`config.mk`:
```
export PLATFORM = sky130hd
export DESIGN_NAME = sram_1rw1r_port0_ctrl_flat
export DESIGN_NICKNAME = d
export VERILOG_FILES = /design/src/rtl/sram_1rw1r_port0_ctrl_if.sv /design/src/rtl/sram_1rw1r_port0_ctrl.sv /design/src/flat_wrapper.sv
export SDC_FILE = /design/constraint.sdc
export NUM_CORES = 1
export LEC_CHECK = 0
export BUFFER_PORTS_ARGS = -buffer_cell sky130_fd_sc_hd__buf_2
export CORE_MARGIN = 2
export CORE_UTILIZATION = 50
export DETAILED_ROUTE_END_ITERATION = 7
export PLACE_DENSITY = 0.74
export SETUP_SLACK_MARGIN = 0.5
export SYNTH_ARGS = -nofsm -noshare
export SYNTH_HDL_FRONTEND = slang
export SYNTH_SLANG_ARGS = --single-unit
```
`constraint.sdc`:
```
create_clock -name clk -period 3.8 [get_ports clk]
set_input_delay 0.57 -clock clk [delete_from_list [all_inputs] [get_ports clk]]
set_output_delay 0.57 -clock clk [all_outputs]
set_load 0.1 [all_outputs]
```
`src/rtl/sram_1rw1r_port0_ctrl_if.sv`:
```
// Request/response handshake bundle between core logic and the port-0 SRAM controller.
interface sram_1rw1r_port0_ctrl_if #(
    parameter int DATA_WIDTH = 80,
    parameter int ADDR_WIDTH = 6,
    parameter int NUM_WMASKS = 10
);
    logic                  req_valid;
    logic                  req_ready;
    logic                  req_we;
    logic [ADDR_WIDTH-1:0] req_addr;
    logic [DATA_WIDTH-1:0] req_wdata;
    logic [NUM_WMASKS-1:0] req_wmask;
    logic                  rsp_valid;
    logic                  rsp_ready;
    logic [DATA_WIDTH-1:0] rsp_rdata;

    modport master (
        output req_valid, req_we, req_addr, req_wdata, req_wmask, rsp_ready,
        input  req_ready, rsp_valid, rsp_rdata
    );

    modport slave (
        input  req_valid, req_we, req_addr, req_wdata, req_wmask, rsp_ready,
        output req_ready, rsp_valid, rsp_rdata
    );
endinterface

```
`src/rtl/sram_1rw1r_port0_ctrl.sv`:
```
// Drives RW port 0 of the 1RW+1R macro from a valid/ready request stream; read data
// returns through a credit-limited response FIFO. Optionally zero-fills the macro after reset.
module sram_1rw1r_port0_ctrl #(
    parameter int DATA_WIDTH    = 80,
    parameter int ADDR_WIDTH    = 6,
    parameter int NUM_WMASKS    = 10,
    parameter int RSP_DEPTH     = 4,
    parameter int INIT_ON_RESET = 1
) (
    input  logic                  clk,
    input  logic                  rst_n,
    sram_1rw1r_port0_ctrl_if.slave bus,
    output logic                  init_done,
    output logic                  sram_csb0,
    output logic                  sram_web0,
    output logic [NUM_WMASKS-1:0] sram_wmask0,
    output logic [ADDR_WIDTH-1:0] sram_addr0,
    output logic [DATA_WIDTH-1:0] sram_din0,
    input  logic [DATA_WIDTH-1:0] sram_dout0
);
    localparam int DEPTH = 1 << ADDR_WIDTH;
    localparam int PTR_W = $clog2(RSP_DEPTH);
    localparam int CNT_W = PTR_W + 1;

    typedef enum logic {ST_INIT, ST_RUN} state_t;

    state_t                state_reg;
    logic [ADDR_WIDTH-1:0] init_addr_reg;
    logic                  init_done_reg;
    logic [1:0]            rd_pipe_reg;
    logic [CNT_W-1:0]      count_reg;
    logic [PTR_W-1:0]      wr_ptr_reg;
    logic [PTR_W-1:0]      rd_ptr_reg;
    logic [DATA_WIDTH-1:0] fifo_mem [RSP_DEPTH];

    logic [CNT_W:0]        credit_used;
    logic                  ready;
    logic                  accept;
    logic                  push;
    logic                  pop;

    // Reads still travelling through the macro hold a FIFO slot, so the FIFO can never overflow.
    assign credit_used = {1'b0, count_reg} + (CNT_W+1)'(rd_pipe_reg[0]) + (CNT_W+1)'(rd_pipe_reg[1]);
    assign ready       = init_done_reg && (state_reg == ST_RUN) && (credit_used < (CNT_W+1)'(RSP_DEPTH));
    assign accept      = bus.req_valid && ready;
    assign push        = rd_pipe_reg[1];
    assign pop         = (count_reg != '0) && bus.rsp_ready;

    assign bus.req_ready = ready;
    assign bus.rsp_valid = (count_reg != '0);
    assign bus.rsp_rdata = fifo_mem[rd_ptr_reg];
    assign init_done     = init_done_reg;

    always_ff @(posedge clk or negedge rst_n) begin
        if (!rst_n) begin
            state_reg     <= (INIT_ON_RESET != 0) ? ST_INIT : ST_RUN;
            init_addr_reg <= '0;
            init_done_reg <= 1'b0;
            sram_csb0     <= 1'b1;
            sram_web0     <= 1'b1;
            sram_wmask0   <= '0;
            sram_addr0    <= '0;
            sram_din0     <= '0;
            rd_pipe_reg   <= '0;
            count_reg     <= '0;
            wr_ptr_reg    <= '0;
            rd_ptr_reg    <= '0;
        end else begin
            case (state_reg)
                ST_INIT: begin
                    sram_csb0     <= 1'b0;
                    sram_web0     <= 1'b0;
                    sram_wmask0   <= '1;
                    sram_din0     <= '0;
                    sram_addr0    <= init_addr_reg;
                    init_addr_reg <= init_addr_reg + 1'b1;
                    if (init_addr_reg == ADDR_WIDTH'(DEPTH - 1)) begin
                        state_reg <= ST_RUN;
                    end
                end
                default: begin
                    init_done_reg <= 1'b1;
                    if (accept) begin
                        sram_csb0   <= 1'b0;
                        sram_web0   <= ~bus.req_we;
                        sram_wmask0 <= bus.req_wmask;
                        sram_addr0  <= bus.req_addr;
                        sram_din0   <= bus.req_wdata;
                    end else begin
                        sram_csb0 <= 1'b1;
                        sram_web0 <= 1'b1;
                    end
                end
            endcase

            // Stage 0: pins loaded; stage 1: macro sampled; capture dout0 on the following edge.
            rd_pipe_reg <= {rd_pipe_reg[0], accept && !bus.req_we};

            if (push) begin
                wr_ptr_reg <= wr_ptr_reg + 1'b1;
            end
            if (pop) begin
                rd_ptr_reg <= rd_ptr_reg + 1'b1;
            end
            case ({push, pop})
                2'b10:   count_reg <= count_reg + 1'b1;
                2'b01:   count_reg <= count_reg - 1'b1;
                default: count_reg <= count_reg;
            endcase
        end
    end

    always_ff @(posedge clk) begin
        if (push) begin
            fifo_mem[wr_ptr_reg] <= sram_dout0;
        end
    end
endmodule

```
`src/flat_wrapper.sv`:
```
// flat-port wrapper written by rule: the top's interface ports become plain ports
module sram_1rw1r_port0_ctrl_flat 
#(
    parameter int DATA_WIDTH    = 80,
    parameter int ADDR_WIDTH    = 6,
    parameter int NUM_WMASKS    = 10,
    parameter int RSP_DEPTH     = 4,
    parameter int INIT_ON_RESET = 1
)
  (clk, rst_n, init_done, sram_csb0, sram_web0, sram_wmask0, sram_addr0, sram_din0, sram_dout0, bus_req_valid, bus_req_we, bus_req_addr, bus_req_wdata, bus_req_wmask, bus_rsp_ready, bus_req_ready, bus_rsp_valid, bus_rsp_rdata);
  sram_1rw1r_port0_ctrl_if #(.DATA_WIDTH(DATA_WIDTH), .ADDR_WIDTH(ADDR_WIDTH), .NUM_WMASKS(NUM_WMASKS)) bus_i ();
  input  logic clk;
  input  logic rst_n;
  output logic init_done;
  output logic sram_csb0;
  output logic sram_web0;
  output logic [NUM_WMASKS-1:0] sram_wmask0;
  output logic [ADDR_WIDTH-1:0] sram_addr0;
  output logic [DATA_WIDTH-1:0] sram_din0;
  input  logic [DATA_WIDTH-1:0] sram_dout0;
  input wire logic [$bits(bus_i.req_valid)-1:0] bus_req_valid;
  input wire logic [$bits(bus_i.req_we)-1:0] bus_req_we;
  input wire logic [$bits(bus_i.req_addr)-1:0] bus_req_addr;
  input wire logic [$bits(bus_i.req_wdata)-1:0] bus_req_wdata;
  input wire logic [$bits(bus_i.req_wmask)-1:0] bus_req_wmask;
  input wire logic [$bits(bus_i.rsp_ready)-1:0] bus_rsp_ready;
  output wire logic [$bits(bus_i.req_ready)-1:0] bus_req_ready;
  output wire logic [$bits(bus_i.rsp_valid)-1:0] bus_rsp_valid;
  output wire logic [$bits(bus_i.rsp_rdata)-1:0] bus_rsp_rdata;
  assign bus_i.req_valid = bus_req_valid;
  assign bus_i.req_we = bus_req_we;
  assign bus_i.req_addr = bus_req_addr;
  assign bus_i.req_wdata = bus_req_wdata;
  assign bus_i.req_wmask = bus_req_wmask;
  assign bus_i.rsp_ready = bus_rsp_ready;
  assign bus_req_ready = bus_i.req_ready;
  assign bus_rsp_valid = bus_i.rsp_valid;
  assign bus_rsp_rdata = bus_i.rsp_rdata;
  sram_1rw1r_port0_ctrl #(.DATA_WIDTH(DATA_WIDTH), .ADDR_WIDTH(ADDR_WIDTH), .NUM_WMASKS(NUM_WMASKS), .RSP_DEPTH(RSP_DEPTH), .INIT_ON_RESET(INIT_ON_RESET)) u_core (.clk(clk), .rst_n(rst_n), .bus(bus_i), .init_done(init_done), .sram_csb0(sram_csb0), .sram_web0(sram_web0), .sram_wmask0(sram_wmask0), .sram_addr0(sram_addr0), .sram_din0(sram_din0), .sram_dout0(sram_dout0));
endmodule
```
==> impl_metrics.csv, run 1 <==
group,metric,value,unit
critical_path,worstReg2RegEnd,"u_core.sram_din0[77]",
cts,cts_buffers,44,
cts,clockBufferDepth,3,
placement,hpwl,23700,µm
final_layout,fin_util,62.4,%
grt,grt_max_degree,81,
sta,finalClockSkew,0.0121,ns
cts,hold_buffers,0,
floorplanning,fp.dieH,187,µm
grt,grt.total_usage,20.8,%
cts,clock_sinks,435,
final_layout,layout_commonest_cell,"buf_2",
route,routed-wl-met3,2960,µm
synth,yosys.area_share.simple,3.03,%
synth,synth_top_family_by_area,"multiplexers",
critical_path,r2r-start,"u_core.rd_pipe_reg[1]",
route,first_pass_iters,5,
route,viasPerCell,5.12,
synth,synth_xor_xnor_area_share,0.578,%
route,ant_nets,0,
grt,globalRoute.totalOverflow,0,
sta,layout_min_cycle_time,3.04,ns
sta,fmax,329,MHz
grt,grt_first_pass_wirelength,55900,µm
route,highest_layer,"met5",
route,wl_met2,18300,µm
synth,synthAdderAreaFrac,0.646,%
synth,ys_seq_area_share,74.9,%
cts,cts_setup_buffers,1,
route,route.detailed.drc,0,
synth,muxShareOfSynthArea,16.8,%
final_layout,top_regs,"u_core.fifo_mem x320, u_core.sram_din0 x80, u_core.sram_wmask0 x10",
placement,gp_congestion,0.782,
sta,period_share,80.1,%
final_layout,top_register,"u_core.fifo_mem",
synth,synth_fp_nets,1084,
route,wire_per_inst,20.4,µm
route,drt-total-wl,35900,µm
final_layout,nets,1465,
critical_path,critPathRequiredTime,3.23,ns
critical_path,max_stage_delay,0.67,ns
cts,cts_resized,0,
placement,io_buffers,361,
floorplanning,io_pins,362,
run_status,outcome,"finished, final reports clean",
route,drt-initial-drc-count,502,
critical_path,arrival,2.47,ns
final_layout,final_cell_mix,"buf_2 (360), edfxtp_1 (320), dfrtp_1 (110)",
power,ir_worst_vdd,563,µV
cts,path_clk_slew,0.06,ns
sta,tns,0,ns
critical_path,rr_worst_depth,6,
critical_path,startpoint_type,"flop",
sta,slew_headroom,26.1,%
synth,syn-mean-instance-area,18.6,µm²
floorplanning,coreArea,32700,µm²
critical_path,worst-path-max-fanout,17,
power,p_per_area,718,nW/µm²
floorplanning,die-area,34800,µm²
cts,cts_tree,"built",
synth,synth_compound_area_share,0.623,%
sta,worst_slew_pin_slew,1.10,ns
cts,clock-root-buffer,"clkbuf_16",
critical_path,cp_top_family,"buffers and inverters",
sta,setup_viol,0,
floorplanning,row_count,66,
critical_path,cp_slowest_cell,"dfrtp_4",
grt,antenna_found_initial,6,
critical_path,critPathKind,"reg -> out",
critical_path,crit_chain,"buf_4 -> mux4_2 -> buf_2",
critical_path,crit_buf_inv,2,
worst_hold_path,min_path_type,"in -> async",
grt,first_global_vias,9531,
cts,insertion_delay,0.54,ns
cts,htreeDepth,2,
synth,yosysUniqueCellTypes,32,
final_layout,syn2layout_area_growth,22.4,%
synth,synthCells,895,
run,drv_cap,0,
sta,rsz0062_at_grt,"no",
floorplanning,die_x,187,µm
route,vias,8981,
critical_path,cp-end-kind,"output pin",
final_layout,largest_reg_flops,320,
critical_path,r2r_slack,1.04,ns
sta,final_max_slew_viol_count,0,
route,wl_met1,14000,µm
final_layout,drive_gt1_share,41.1,%
synth,synth_seq_cells,435,
floorplanning,initial_core_util,51.0,%
power,p_leak,8.81,nW
synth,yosys_warnings,0,
sta,hold_viol_final,0,
synth,syn_area,16700,µm²
[cell type report]
type | count | area, µm²
flip-flops and latches | 435 | 12500
multi-input cells | 330 | 3630
fillers | 2427 | 12300
inverters | 88 | 330
clock buffers | 63 | 1220
diodes | 6 | 15.0
clock inverters | 14 | 125
repair buffers | 377 | 2020
well taps | 442 | 553
[worst reg2reg max path: stages, from the launching register on]
cell	delay (ns)
dfrtp_1	0.47
ha_1	0.32
a21oi_1	0.10
o21ai_4	0.86
buf_12	0.38
buf_4	0.29
mux2i_1	0.25
[worst max-delay path by stage]
stage	start	end	slack (ns)	cells after the start
6_report	u_core.rd_ptr_reg[0]	bus_rsp_rdata[68]	0.76	3
5_1_grt	u_core.rd_ptr_reg[0]	bus_rsp_rdata[8]	0.60	3
4_1_cts	u_core.rd_ptr_reg[0]	bus_rsp_rdata[68]	0.69	3
3_5_place_dp	u_core.rd_pipe_reg[1]	u_core.sram_din0[77]	1.04	6
3_3_place_gp	u_core.rd_ptr_reg[0]	bus_rsp_rdata[8]	1.07	3
2_1_floorplan	u_core.wr_ptr_reg[0]	u_core.fifo_mem[2][0]	0.87	3
[Yosys cell counts (all sizes together)]
master  count  share of area [%]
xnor2       7               0.37
dfrtp     113                 17
o21bai      1              0.045
nand4b      1              0.053
nor2b       6               0.23
inv        88                2.0
mux2i      87                5.2
mux4       80                 11
clkbuf     18               0.41
o21ai       2              0.060
xor2        4               0.21
buf        24                1.0
nand3       3              0.090
dfstp       2               0.32
and4b       1              0.060
nand2      84                1.9
o31a        1              0.053
or2         1              0.038
a21oi      12               0.36
and2        5               0.19
nand2b     11               0.41
mux2       11               0.74
a31oi       1              0.038
nor2        3              0.068
fa          1               0.12
edfxtp    320                 58
o2111a      1              0.068
ha          7               0.53
[metrics by stage]
| stage | area [µm²] | setup slack [ns] | power [mW] | instances | hold WS (ns) |
|---|---|---|---|---|---|
| floorplan | 16700 | 0.874 | 9.92 | 895 | 0.274 |
| global placement | 19000 | 1.07 | 10.7 | 1671 | 0.361 |
| detailed placement | 19000 | 1.04 | 10.7 | 1671 | 0.360 |
| CTS | 20400 | 0.690 | 14.8 | 1749 | 0.168 |
| global route | 20400 | 0.599 | 15.1 | 1751 | 0.172 |
| finish | 20400 | 0.757 | 14.6 | 1755 | 0.139 |
[where the power goes]
group	internal (mW)	switching, mW
logic	1.19	4.17
clock network	2.32	1.71
registers	5.14	0.120
[kinds of logic after synthesis]
logic type	Yosys count
AOI/OAI and AO/OA	18
and+or+nand+nor	115
buffers and inverters	130
DFF	435
muxes	178
xor gates and xnor gates	11
adders and majority gates	8
[layer usage]
metal / GRT usage, % / vias to the layer above
li1: - / 4085
met1: 26.8 / 4507
met2: 35.4 / 327
met3: 5.76 / 58
met4: 5.28 / 4
met5: 0 / -
No activity file was read; power rests on OpenSTA's default activity.
==> inputs of run 2 (changes only) <==
--- a/config.mk
+++ b/config.mk
@@ -5,11 +5,12 @@
 export SDC_FILE = /design/constraint.sdc
 export NUM_CORES = 1
 export LEC_CHECK = 0
+export ABC_AREA = 1
 export BUFFER_PORTS_ARGS = -buffer_cell sky130_fd_sc_hd__buf_2
 export CORE_MARGIN = 2
-export CORE_UTILIZATION = 50
+export CORE_UTILIZATION = 49
 export DETAILED_ROUTE_END_ITERATION = 7
-export PLACE_DENSITY = 0.74
+export PLACE_DENSITY = 0.76
 export SETUP_SLACK_MARGIN = 0.5
 export SYNTH_ARGS = -nofsm -noshare
 export SYNTH_HDL_FRONTEND = slang
==> constraint.sdc (replaced) <==
create_clock -name clk -period 2.55 [get_ports clk]
set_input_delay 0.3825 -clock clk [delete_from_list [all_inputs] [get_ports clk]]
set_output_delay 0.3825 -clock clk [all_outputs]
set_load 0.1 [all_outputs]
==> impl_metrics.csv, run 2 <==
group,metric,value,unit
cts,clockBufferDepth,3,
synth,syn-mean-instance-area,12.7,µm²
final_layout,fin_cells,2173,
synth,ys_seq_area_share,74.6,%
placement,dp_cells,2055,
floorplanning,die_x,189,µm
sta,tns,0,ns
final_layout,largest_reg_flops,320,
critical_path,critPathRequiredTime,2.17,ns
power,p_per_area,1350,nW/µm²
cts,path_clk_slew,0.06,ns
floorplanning,coreArea,33600,µm²
placement,gp_congestion,0.852,
route,viasPerCell,5.75,
final_layout,drive_gt1_share,41.9,%
cts,cts_buffers,45,
sta,finalClockSkew,0.0114,ns
route,wire_per_inst,22.3,µm
sta,period_share,95.2,%
sta,setup_viol,0,
synth,syn_area,16700,µm²
synth,synth_top_cell_area_share,57.4,%
route,vias,12490,
critical_path,arrival,2.05,ns
synth,synth.area.top_cells,"edfxtp_1 (57%), dfrtp_1 (17%), nand3_1 (5.4%), o21ai_0 (5.1%), nor2_1 (3.6%)",
grt,antenna_found_initial,19,
placement,io_buffers,361,
final_layout,layout_commonest_cell,"edfxtp_1",
synth,yosys_warnings,0,
run,drv_cap,0,
route,route.detailed.drc,0,
cts,htreeDepth,2,
floorplanning,fp.dieH,189,µm
synth,synth_seq_cells,435,
floorplanning,initial_core_util,49.8,%
floorplanning,die-area,35700,µm²
placement,hpwl,27500,µm
floorplanning,io_pins,362,
grt,grt_first_pass_wirelength,70300,µm
synth,yosysUniqueCellTypes,27,
final_layout,nets,1872,
sta,slew_headroom,41.3,%
cts,clock_sinks,435,
grt,globalRoute.totalOverflow,0,
route,drt-initial-drc-count,935,
final_layout,fill_cells,2111,
critical_path,critPathKind,"reg -> out",
final_layout,top_regs,"u_core.fifo_mem x320, u_core.sram_din0 x80, u_core.sram_wmask0 x10",
route,drt-total-wl,48500,µm
sta,hold_viol_final,0,
synth,yosysMostFrequentCell,"edfxtp_1",
power,ir_worst_vdd,1090,µV
final_layout,final_cell_mix,"edfxtp_1 (320), buf_2 (280), nand3_1 (179)",
synth,synthArstFlopShare,26.4,%
route,first_pass_iters,5,
grt,first_global_vias,12513,
worst_hold_path,min_path_type,"in -> reg",
grt,grt.total_usage,25.5,%
run_status,outcome,"finished, final reports clean",
critical_path,startpoint_type,"flop",
cts,cts_tree,"built",
route,ant_nets,0,
cts,clock-root-buffer,"clkbuf_16",
critical_path,worst-path-max-fanout,35,
floorplanning,row_count,67,
synth,synthCells,1315,
final_layout,syn2layout_area_growth,42.5,%
sta,final_max_slew_viol_count,0,
synth,synth_ff_type,"edfxtp_1",
synth,synth_top_cell_by_area,"edfxtp_1",
worst_hold_path,hold_depth,1,
critical_path,cp-end-kind,"output pin",
final_layout,top_register,"u_core.fifo_mem",
sta,fmax,412,MHz
sta,worst_slew_pin_slew,0.881,ns
synth,synthTopCellsByCount,"edfxtp_1 (320), nand3_1 (180), o21ai_0 (170)",
cts,insertion_delay,0.55,ns
grt,grt_max_degree,98,
synth,synth_edf_count,320,
critical_path,rr_worst_depth,11,
sta,rsz0062_at_grt,"yes",
synth,synth_fp_nets,1504,
sta,layout_min_cycle_time,2.43,ns
power,p_leak,9.45,nW
## run 2: cell count changes after synthesis, sizes merged, moves of 21 or more
cell,before,now
o22ai,0,80
inv,88,23
mux2i,87,0
mux4,80,0
nor2,3,162
buf,24,45
clkbuf,18,52
o21ai,2,170
nand2,84,134
nand3,3,181
## run 2: stage by stage
| step | hold WS (ns) | power, mW | cell area (µm²) | worst slack (ns) | util (%) |
|---|---|---|---|---|---|
| 4_1_cts | 0.0195 | 31.3 | 23200 | 0.0734 | 68.9 |
| 6_report | 0.0462 | 32.3 | 23900 | 0.122 | 71.0 |
| 3_5_place_dp | 0.380 | 24.1 | 21400 | 0.244 | 63.6 |
| 5_1_grt | 0.0267 | 33.2 | 23900 | 0.0612 | 71.0 |
| 2_1_floorplan | 0.0869 | 18.7 | 17900 | 0.273 | - |
| 3_3_place_gp | 0.365 | 23.8 | 21400 | 0.345 | 63.6 |
## run 2: worst paths after layout
check                                      start                endpoint  slack, ns
min in group asynchronous                  rst_n    u_core.sram_din0[14]       0.39
hold / removal                    sram_dout0[19]  u_core.fifo_mem[0][19]       0.05
setup / recovery            u_core.rd_ptr_reg[0]       bus_rsp_rdata[37]       0.12
hold reg to reg            u_core.rd_pipe_reg[0]   u_core.rd_pipe_reg[1]       0.42
setup reg to reg             u_core.count_reg[0]    u_core.sram_din0[47]       0.54
max in group asynchronous                  rst_n    u_core.sram_din0[62]       1.45
## run 2: power breakdown
group,total [mW],switching [mW],internal (mW),leakage (nW)
Sequential,7.71,0.0477,7.66,4.38
Clock,6.54,2.66,3.87,0.725
Combinational,18.0,11.7,6.28,4.35
Total,32.3,14.5,17.8,9.45
## run 2: per-layer routing
metal,track usage (%),up-vias,wire length (µm)
met3,7.15,127,4250
met1,31.4,6194,17700
met4,9.92,20,1900
met5,0,-,129
met2,42.8,633,24500
li1,-,5516,-
## run 2: repair_timing
action	4_1_cts	5_1_grt
resized for setup	98	224
endpoints found under the hold margin	39	0
hold buffers	1	0
setup buffers	9	4
pin swaps	13	12
cloned	4	11
endpoints found under the setup margin	178	179
## run 2: cell type report
class	count	area (µm²)	area share (%)
inverter	23	128	0.535
multi-input combinational	760	5200	21.8
timing repair inverter	1	16.3	0.0682
timing repair buffer	417	3970	16.6
antenna	8	20.0	0.0839
clock inverter	21	211	0.886
clock buffer	60	1260	5.26
sequential	435	12500	52.4
tap	448	561	2.35
## run 2: cells by family after synthesis
kind of cell             Yosys count  share of synthesized area, %
XOR/XNOR                           8                         0.418
flip-flops                       435                          74.6
buffers and inverters            120                          3.51
AND/OR/NAND/NOR                  492                          12.7
adder cells (fa/ha/maj)            8                         0.642
AO/OA/AOI/OAI                    252                          8.14
## run 2: worst max-delay path, cell delays in order (launching register included)
cell and delay (ns):
dfrtp_4 0.49, buf_12 0.17, buf_16 0.19, o21ai_1 0.34, o22ai_4 0.12, buf_12 0.18
==> inputs of run 3 (changes only) <==
--- a/config.mk
+++ b/config.mk
@@ -10,7 +10,8 @@
 export CORE_MARGIN = 2
 export CORE_UTILIZATION = 49
 export DETAILED_ROUTE_END_ITERATION = 7
-export PLACE_DENSITY = 0.76
+export GPL_TIMING_DRIVEN = 1
+export PLACE_DENSITY_LB_ADDON = 0.25
 export SETUP_SLACK_MARGIN = 0.5
 export SYNTH_ARGS = -nofsm -noshare
 export SYNTH_HDL_FRONTEND = slang
==> impl_metrics.csv, run 3 (synthesized netlist as in run 2, its figures left out) <==
group,metric,value,unit
run_status,outcome,"finished, final reports clean",
grt,globalRoute.totalOverflow,0,
power,p_per_area,1340,nW/µm²
worst_hold_path,min_path_type,"in -> reg",
grt,grt_max_degree,86,
route,first_pass_iters,5,
placement,hpwl,26500,µm
grt,grt.total_usage,25.1,%
critical_path,worst-path-max-fanout,52,
placement,dp_cells,2065,
power,p_leak,9.49,nW
route,viasPerCell,5.56,
placement,gp_congestion,0.787,
final_layout,largest_reg_flops,320,
floorplanning,row_count,67,
power,ir_worst_vdd,1030,µV
route,drt-initial-drc-count,742,
sta,rsz0062_at_grt,"yes",
critical_path,startpoint_type,"flop",
sta,layout_min_cycle_time,2.45,ns
grt,first_global_vias,12195,
route,ant_nets,0,
final_layout,layout_commonest_cell,"edfxtp_1",
final_layout,fin_cells,2180,
cts,cts_tree,"built",
final_layout,final_cell_mix,"edfxtp_1 (320), buf_2 (278), nand3_1 (179)",
floorplanning,fp.dieH,189,µm
sta,tns,0,ns
sta,period_share,96.2,%
cts,cts_buffers,43,
cts,insertion_delay,0.54,ns
final_layout,nets,1881,
critical_path,cp_slowest_cell,"dfrtp_4",
sta,slew_headroom,53.9,%
sta,hold_viol_final,0,
final_layout,fill_cells,2196,
grt,antenna_found_initial,7,
sta,finalClockSkew,0.0235,ns
route,vias,12129,
critical_path,crit_chain,"buf_12 -> buf_16 -> nor2_1 -> o22ai_4 -> buf_12",
final_layout,final_cell_area,23800,µm²
route,wire_per_inst,21.3,µm
critical_path,critPathKind,"reg -> out",
floorplanning,io_pins,362,
floorplanning,coreArea,33600,µm²
critical_path,critPathRequiredTime,2.17,ns
cts,htreeDepth,2,
cts,clock-root-buffer,"clkbuf_16",
critical_path,cp_top_family,"buffers and inverters",
critical_path,cp-end-kind,"output pin",
placement,dpl-instance-area,21500,µm²
grt,grt_first_pass_wirelength,69000,µm
cts,clock_sinks,435,
final_layout,drive_gt1_share,39.5,%
cts,path_clk_slew,0.06,ns
run,drv_cap,0,
critical_path,crit_buf_inv,3,
sta,worst_slew_pin_slew,0.691,ns
route,drt-total-wl,46500,µm
sta,setup_viol,0,
final_layout,top_regs,"u_core.fifo_mem x320, u_core.sram_din0 x80, u_core.sram_wmask0 x10",
cts,clockBufferDepth,3,
final_layout,syn2layout_area_growth,42.4,%
sta,fmax,408,MHz
critical_path,max_stage_delay,0.44,ns
critical_path,arrival,2.07,ns
floorplanning,initial_core_util,49.8,%
final_layout,top_register,"u_core.fifo_mem",
route,route.detailed.drc,0,
floorplanning,die_x,189,µm
sta,final_max_slew_viol_count,0,
floorplanning,die-area,35700,µm²
final_layout,fin_util,70.9,%
critical_path,crit_top_cell,"buf_12",
power,power,31.8,mW
placement,io_buffers,361,
run 3: layer usage:
metal	up-vias	global-route usage, %	share of wire (%)
met5	-	0	0.019
met2	481	41.5	50
li1	5519	-	-
met1	6027	32.3	39
met4	2	9.89	3.7
met3	100	5.82	7.5
run 3: final timing paths:
| path | from | end | slack [ns] | depth (start not counted) |
|---|---|---|---|---|
| setup / recovery | u_core.rd_ptr_reg[0] | bus_rsp_rdata[54] | 0.1 | 5 |
| hold / removal | bus_req_we | u_core.sram_web0 | 0.04 | 2 |
| setup reg to reg | u_core.rd_pipe_reg[1] | u_core.sram_din0[28] | 0.59 | 11 |
| hold reg to reg | u_core.rd_pipe_reg[0] | u_core.rd_pipe_reg[1] | 0.39 | 0 |
| max in group asynchronous | rst_n | u_core.sram_din0[55] | 1.55 | 3 |
| min in group asynchronous | rst_n | u_core.sram_din0[7] | 0.35 | 2 |
run 3: worst register-to-register path, delay by kind of cell, from the launching register on:
kind / cells / cell delay, ns
adder cells (fa/ha/maj): 1 / 0.24
buffers and inverters: 4 / 0.71
flip-flops: 1 / 0.42
AND/OR/NAND/NOR: 6 / 0.54
run 3: what timing repair did:
item | in CTS | in global routing
hold buffers | 1 | 0
gates resized for setup | 114 | 160
buffers inserted | 10 | 4
pin swaps | 6 | 6
setup endpoints to repair | 123 | 117
endpoints found under the hold margin | 27 | 0
cloned | 8 | 7
run 3: final cells by class:
class                   count  area, µm²  area share (%)
clock inverters            24        198           0.829
diodes                      7       17.5          0.0734
repair inverters            3       36.3           0.152
well taps                 448        561            2.35
repair buffers            426       4150            17.4
clock buffers              54       1150            4.82
multi-input cells         760       5110            21.4
inverters                  23        133           0.556
flip-flops and latches    435      12500            52.4
run 3: report_power, final:
group          switching (mW)  internal, mW  leakage, nW
sequential             0.0623          7.66         4.38
combinational            11.7          6.39         4.44
clock                    2.56          3.50        0.665
run 3: stage by stage:
step	hold slack [ns]	setup slack (ns)
global route	0.0276	0.0545
detailed placement	0.360	0.442
floorplan	0.0869	0.273
finish	0.0385	0.0974
CTS	0.0196	0.113
global placement	0.357	0.478
